File: config.mk
export PLATFORM = sky130hd
export DESIGN_NAME = seg_disp_ctrl
export DESIGN_NICKNAME = d
export VERILOG_FILES = /design/src/rtl/seg_disp_ctrl.sv
export SDC_FILE = /design/constraint.sdc
export NUM_CORES = 1
export LEC_CHECK = 0
export BUFFER_PORTS_ARGS = -buffer_cell sky130_fd_sc_hd__buf_2
export CAP_MARGIN = 25
export CORE_MARGIN = 4
export CORE_UTILIZATION = 35
export CTS_BUF_LIST = sky130_fd_sc_hd__clkbuf_4 sky130_fd_sc_hd__clkbuf_8
export DETAILED_ROUTE_END_ITERATION = 8
export PLACE_DENSITY = 0.51
export SLEW_MARGIN = 20
export SYNTH_ARGS = -nofsm -noshare
export SYNTH_HDL_FRONTEND = slang
export SYNTH_SLANG_ARGS = --single-unit
File: constraint.sdc
create_clock -name clk -period 2.15 [get_ports clk]
set_input_delay 0.3225 -clock clk [delete_from_list [all_inputs] [get_ports clk]]
set_output_delay 0.3225 -clock clk [all_outputs]
set_load 0.005 [all_outputs]
File: src/rtl/seg_disp_ctrl.sv
// Six-digit time/date display sequencer: auto-pages between time and date,
// and blinks the field under edit by blanking it on alternate half-periods.
module seg_disp_ctrl #(
  parameter int unsigned PAGE_CYCLES  = 250_000_000,
  parameter int unsigned BLINK_CYCLES = 12_500_000,
  parameter logic [3:0]  BLANK_CODE   = 4'hF
) (
  input  logic        clk,
  input  logic        rst,
  input  logic [23:0] time_bcd,
  input  logic        time_vld,
  input  logic [23:0] date_bcd,
  input  logic        date_vld,
  input  logic        edit_en,
  input  logic        edit_page,
  input  logic [1:0]  edit_field,
  output logic [23:0] seg_bcd,
  output logic        page,
  output logic        blink_on
);

  localparam int PW = (PAGE_CYCLES  > 1) ? $clog2(PAGE_CYCLES)  : 1;
  localparam int BW = (BLINK_CYCLES > 1) ? $clog2(BLINK_CYCLES) : 1;
  localparam logic [PW-1:0] PAGE_LAST  = PW'(PAGE_CYCLES - 1);
  localparam logic [BW-1:0] BLINK_LAST = BW'(BLINK_CYCLES - 1);

  typedef enum logic [1:0] {
    SHOW_TIME = 2'd0,
    SHOW_DATE = 2'd1,
    EDIT      = 2'd2
  } state_t;

  state_t      state_q, state_d;
  logic [PW-1:0] page_cnt_q, page_cnt_d;
  logic [BW-1:0] blink_cnt_q, blink_cnt_d;
  logic        phase_q, phase_d;   // 1 = selected field blanked
  logic [23:0] time_q, date_q;
  logic [1:0]  field_prev_q;
  logic        page_prev_q;
  logic [23:0] seg_bcd_q, seg_bcd_d;
  logic        page_q, page_d;
  logic        blink_on_q, blink_on_d;
  logic        restart;
  logic        blank;
  logic [23:0] src;

  // Edit selection changed since last cycle: blink restarts from the visible phase.
  assign restart = (state_q == EDIT) &&
                   ((edit_field != field_prev_q) || (edit_page != page_prev_q));

  always_comb begin
    state_d     = state_q;
    page_cnt_d  = page_cnt_q;
    blink_cnt_d = blink_cnt_q;
    phase_d     = phase_q;
    case (state_q)
      SHOW_TIME, SHOW_DATE: begin
        blink_cnt_d = '0;
        phase_d     = 1'b0;
        if (edit_en) begin
          state_d    = EDIT;
          page_cnt_d = '0;
        end else if (page_cnt_q == PAGE_LAST) begin
          state_d    = (state_q == SHOW_TIME) ? SHOW_DATE : SHOW_TIME;
          page_cnt_d = '0;
        end else begin
          page_cnt_d = page_cnt_q + 1'b1;
        end
      end
      EDIT: begin
        page_cnt_d = '0;
        if (!edit_en) begin
          state_d     = edit_page ? SHOW_DATE : SHOW_TIME;
          blink_cnt_d = '0;
          phase_d     = 1'b0;
        end else if (restart) begin
          blink_cnt_d = '0;
          phase_d     = 1'b0;
        end else if (blink_cnt_q == BLINK_LAST) begin
          blink_cnt_d = '0;
          phase_d     = ~phase_q;
        end else begin
          blink_cnt_d = blink_cnt_q + 1'b1;
        end
      end
      default: begin
        state_d     = SHOW_TIME;
        page_cnt_d  = '0;
        blink_cnt_d = '0;
        phase_d     = 1'b0;
      end
    endcase
  end

  // A restart cycle is shown visible so a field change never flashes the new field blank.
  always_comb begin
    page_d     = (state_q == SHOW_DATE) || ((state_q == EDIT) && edit_page);
    src        = page_d ? date_q : time_q;
    blank      = (state_q == EDIT) && phase_q && (edit_field != 2'd3) && !restart;
    blink_on_d = blank;
    seg_bcd_d  = src;
    if (blank) begin
      case (edit_field)
        2'd0:    seg_bcd_d[23:16] = {BLANK_CODE, BLANK_CODE};
        2'd1:    seg_bcd_d[15:8]  = {BLANK_CODE, BLANK_CODE};
        2'd2:    seg_bcd_d[7:0]   = {BLANK_CODE, BLANK_CODE};
        default: seg_bcd_d        = src;
      endcase
    end
  end

  always_ff @(posedge clk) begin
    if (rst) begin
      state_q      <= SHOW_TIME;
      page_cnt_q   <= '0;
      blink_cnt_q  <= '0;
      phase_q      <= 1'b0;
      time_q       <= 24'h000000;
      date_q       <= 24'h000000;
      field_prev_q <= 2'd0;
      page_prev_q  <= 1'b0;
      seg_bcd_q    <= 24'h000000;
      page_q       <= 1'b0;
      blink_on_q   <= 1'b0;
    end else begin
      state_q      <= state_d;
      page_cnt_q   <= page_cnt_d;
      blink_cnt_q  <= blink_cnt_d;
      phase_q      <= phase_d;
      if (time_vld) time_q <= time_bcd;
      if (date_vld) date_q <= date_bcd;
      field_prev_q <= edit_field;
      page_prev_q  <= edit_page;
      seg_bcd_q    <= seg_bcd_d;
      page_q       <= page_d;
      blink_on_q   <= blink_on_d;
    end
  end

  assign seg_bcd  = seg_bcd_q;
  assign page     = page_q;
  assign blink_on = blink_on_q;

endmodule

-- Yosys cells after proc, flatten, opt, wreduce, memory -nomap -nowiden
Cells that the tools add are included.
- bitwise logic cells: 4
- shift operators: 0
- add/sub/neg operators: 2
- divide/modulo/power cells: 0
- order comparisons: 0
- equality and inequality tests: 11
- multiply operators: 0
- multiplexer cells: 11
- reduce and logical (&&, ||, !) cells: 15
- operators with widths (kind ; number):
    $mux W24 ; 2
    $add A28 B1 Y28 const B ; 1
    $eq A28 B28 Y1 const B ; 1
    $add A24 B1 Y24 const B ; 1
    $eq A24 B24 Y1 const B ; 1
    $mux W8 ; 3
    $reduce_or A4 Y1 ; 2
    $mux W2 ; 3
    $logic_and A1 B1 Y1 ; 5
    $reduce_or A5 Y1 ; 1
    $eq A2 B1 Y1 const B ; 2
    $eq A2 B2 Y1 const B ; 2
    $logic_not A2 Y1 ; 2
    $ne A2 B2 Y1 const B ; 2
    $not A1 Y1 ; 4
    $pmux W2 S2 ; 1
    $ne A3 B3 Y1 const B ; 1
    $logic_or A1 B1 Y1 ; 2
    $mux W1 ; 2
    $ne A2 B2 Y1 ; 1
    $reduce_and A2 Y1 ; 1
    $reduce_or A2 Y1 ; 1
    $logic_not A1 Y1 ; 1
    $ne A1 B1 Y1 ; 1
- memories: 0
- ROM bits: 0
- bits in latches: 0
- memory bits (writable): 0
- bits of input ports: 56
- output and inout port bits: 26
- register bits: 132
- logic and storage cells: 54

-- Longest topological paths before layout
- word-level depth: 6
- gate-level depth with buffers: 8
- gate-level depth less buffers: 6

-- Least setup slack after synthesis
Ideal clock, no wire load.
- path type: register to register
- start: reg blink_cnt_q[0]
- end: reg blink_cnt_q[20]
- arrival: 1.700 ns
- period minus slack after synthesis: 1.817 ns
- cell stages (with the launch flop): 7
- path slack: 0.333 ns
- data required time: 2.033 ns
- path buffers: 0
- library setup time: 0.117 ns
- cell sequence: dfxtp_1 ha_1 inv_1 nor4_1 nand4_1 xor2_1 nor2_1
- word-level cells in the longest chain between the ends: 2
- elaborated cells between the ends (all ways): 3
- classes of those cells: 1 x add/sub; 1 x eq/ne; 1 x reduce/logical
- RTL lines (what ; RTL line ; RTL):
    from (decl) ; 35 ; logic [BW-1:0] blink_cnt_q, blink_cnt_d;
    from (signal assigned) ; 128 ; blink_cnt_q <= blink_cnt_d;
    parallel branches: the longest is 2 deep, another holds $add A24 B1 Y24 ; n/a ;
Parallel ways; which one is timed is not known.
A chain may end at the register's enable or synchronous reset.

-- Worst setup path after layout
- start: reg page_cnt_q[19]
- end: reg state_q[0]
- word-level cells in the longest chain between the ends: 3
- RTL lines (what ; RTL line ; RTL):
    from (decl) ; 34 ; logic [PW-1:0] page_cnt_q, page_cnt_d;
    from (signal assigned) ; 127 ; page_cnt_q <= page_cnt_d;
    $eq A28 B28 Y1 ; 63 ; end else if (page_cnt_q == PAGE_LAST) begin
    $ne A3 B3 Y1 (no source line) ; n/a ;
    $reduce_and A2 Y1 (no source line) ; n/a ;
    to (signal assigned) ; 126 ; state_q <= state_d;
    to (decl) ; 33 ; state_t state_q, state_d;
No other way between the ends.

==> metrics <==
Synth Area per Inst 9.59 um2; Vias/cell 4.85; Syn. warnings 0; crit-path max cell delay 0.52 ns; power per cell area 810 mW/mm2; CTS tree yes; Hold WC Path Type in -> reg; r2r worst-path depth 4; pin count of the biggest net entering global routing 64; Layout fillers 1466; sequential cell area 0.00264 mm2; DPL Wire Length 8370 um; status finished, final reports clean; DR vias 4065; total CTS buffers 17; Placer Congestion 0.797; Multi-input gate area 0.00254 mm2; Bufs and invs on worst path 0; H-tree depth 4; Critical Path Source Type register; synthesized flop and latch total 132; post_cts resized 0; die width 131 um; layout cells sized above 1 21.4%; Final Max Slew Viols 0; syn_nets 613; drt first pass iters 4; vias in the first global route 4145; sequential share of power 49.2%; crit end category register; 1st-iter DRT viols 197; worst-path fanout max 7; Die Y 131 um; Net count, final 699; CTS root buffer clkbuf_8; Peak VDD IR 441 uV; area delta synth->final 20.8%; WHS Path Cells 3; post-synthesis cell area 0.00532 mm2; Hold Fails Final Rpt 0; drt total wl 12000 um; clock-pin slew on the worst setup and hold paths 0.08 ns; crit path DAT 2.29 ns; relative slew slack 59.1%; Post-Synthesis Cells 555; Comb power frac 6.0%; Top delay family on crit path simple AND/OR/NAND/NOR gates; FP Rows 44; clock tree buffer depth 2; Wirelength per Cell 14.3 um; GRT Total Usage 14.5%; Leak 2.55 nW; max_cap viols 0; core area 0.0147 mm2; clk_lat worst skew 0.45 ns; first-pass GRT wire length 20500 um; Levels on crit path 4; cts-stage hold buffer count 0; RSZ-0062 raised after global routing false; switching power total 1.23 mW; final setup TNS 0 ns; top-level port count 82; die area 0.0172 mm2; # diodes 0; clock skew 0.0101 ns; Critical Setup Path Class reg -> reg; GRT overflow 0; Cell variety after synth 44; clock power share 44.9%; minimum clock period 1.94 ns; Slowest-stage cell, CP or4b_1; initial antenna violation count 0; switching part of the total 23.6%; Final Core Density 43.8%; Post-route DRC 0; final period utilization 90.3%; WP data required 2.50 ns; # Post-CTS Setup Buffers 0; slew of the pin with the lowest slew margin 0.613 ns; Port Buffers 81; number of routed nets with antenna violations 0; sequential share of the synthesized area 49.6%; achievable frequency 515 MHz; Initial Util 36.2%; number of setup violations in the final report 0; CTS sink count 132; Cell Chain, Critical Path or4b_1 > or4_1 > or3_1 > o311ai_1; internal power 3.98 mW
-- logic make-up (layout without fill, tap and decap cells) --
group                      count (synthesis)  in the layout  synth area share (%)
DFF                                      132            132                  49.6
AOI/OAI and AO/OA                         45             45                  4.68
adders and majority gates                  2              2                 0.470
and+or+nand+nor                          225            225                  21.7
buffers and inverters                     35            134                  2.75
muxes                                     72             72                  13.5
xor gates and xnor gates                  44             44                  7.24
-- worst paths after layout --
| kind | start | end | slack (ns) |
|---|---|---|---|
| max | page_cnt_q[19] | state_q[0] | 0.21 |
| min | time_bcd[16] | time_q[16] | 0.11 |
| max reg2reg | page_cnt_q[19] | state_q[0] | 0.21 |
| min reg2reg | blink_cnt_q[0] | blink_cnt_q[0] | 0.47 |
-- layer usage --
| layer | vias to the layer above | wire [um] | global-route usage, % |
|---|---|---|---|
| li1 | 2084 | - | - |
| met1 | 1909 | 5610 | 18.1 |
| met2 | 54 | 5770 | 23.8 |
| met3 | 18 | 399 | 4.05 |
| met4 | 0 | 203 | 5.78 |
| met5 | - | 0 | 0 |
-- cell usage in the layout, fill, tap and decap left out, types with 5 or more instances in the layout --
master	instances
dfxtp_1	132
xor2_1	33
buf_4	14
nor3_1	5
inv_1	5
and3_1	7
o21ai_0	22
and4_1	6
nand2_1	25
clkbuf_8	18
or3_1	6
buf_2	81
nand3_1	25
xnor2_1	11
nand4_1	14
a21oi_1	17
mux2i_1	72
nor2b_1	5
nor2_1	100
-- cell usage after synthesis, drive strengths merged --
cell type / count / area (um2)
dfxtp: 132 / 2640
nor2: 100 / 375
mux2i: 72 / 721
xor2: 33 / 289
nand2: 25 / 93.8
nand3: 25 / 125
o21ai: 24 / 135
clkbuf: 22 / 82.6
a21oi: 17 / 85.1
nand4: 15 / 100
xnor2: 11 / 96.3
buf: 8 / 45.0
and3: 7 / 43.8
and4: 7 / 62.6
nor4: 6 / 50.0
or3: 6 / 37.5
inv: 5 / 18.8
nor2b: 5 / 31.3
nor3: 5 / 25.0
or4: 5 / 41.3
nor4b: 4 / 47.6
nand3b: 3 / 22.5
and2: 2 / 12.5
ha: 2 / 25.0
nand4b: 2 / 17.5
o22ai: 2 / 12.5
or2: 2 / 12.5
or4b: 2 / 20.0
a211oi: 1 / 7.51
and4b: 1 / 10.0
nand2b: 1 / 6.26
nand4bb: 1 / 11.3
o311ai: 1 / 8.76
or3b: 1 / 8.76
-- cell type report --
cell class	instances	area share, %
Sequential cell	132	41.1
Tap cell	184	3.58
Clock inverter	14	3.09
Timing Repair Buffer	97	8.56
Clock buffer	18	3.85
Inverter	5	0.292
Multi-Input combinational cell	388	39.5
-- stage by stage --
stage / hold slack [ns] / instances / setup slack [ns] / instance area [um2] / total power [mW]
after floorplan: 0.416 / 555 / 0.333 / 5320 / 2.80
after global placement: 0.442 / 806 / 0.251 / 5980 / 2.93
after detailed placement: 0.455 / 806 / 0.238 / 5980 / 2.93
after CTS: 0.0803 / 838 / 0.199 / 6430 / 5.28
after global routing: 0.0770 / 838 / 0.107 / 6430 / 5.44
final: 0.105 / 838 / 0.209 / 6430 / 5.21
-- power by group through the flow --
stage | clock network, mW | logic, mW | registers (mW)
3_5_place_dp | 0 | 0.316 | 2.62
4_1_cts | 2.40 | 0.317 | 2.56
6_report | 2.34 | 0.310 | 2.56
2_1_floorplan | 0 | 0.185 | 2.61
3_3_place_gp | 0 | 0.309 | 2.62
5_1_grt | 2.52 | 0.345 | 2.57
-- tightest hold or removal path: stages --
cell and delay [ns]:
buf_2 0.07, mux2i_1 0.05, nor2_1 0.07
-- registers in the layout, summed over array words and instances (netlist names) --
name and flops:
seg_bcd 24, state_q 2, phase_q 1, field_prev_q 2, date_q 24, page_prev_q 1
time_q 24, blink_cnt_q 24, page_cnt_q 28, page 1, blink_on 1
Power figures use the tool's default switching activity.
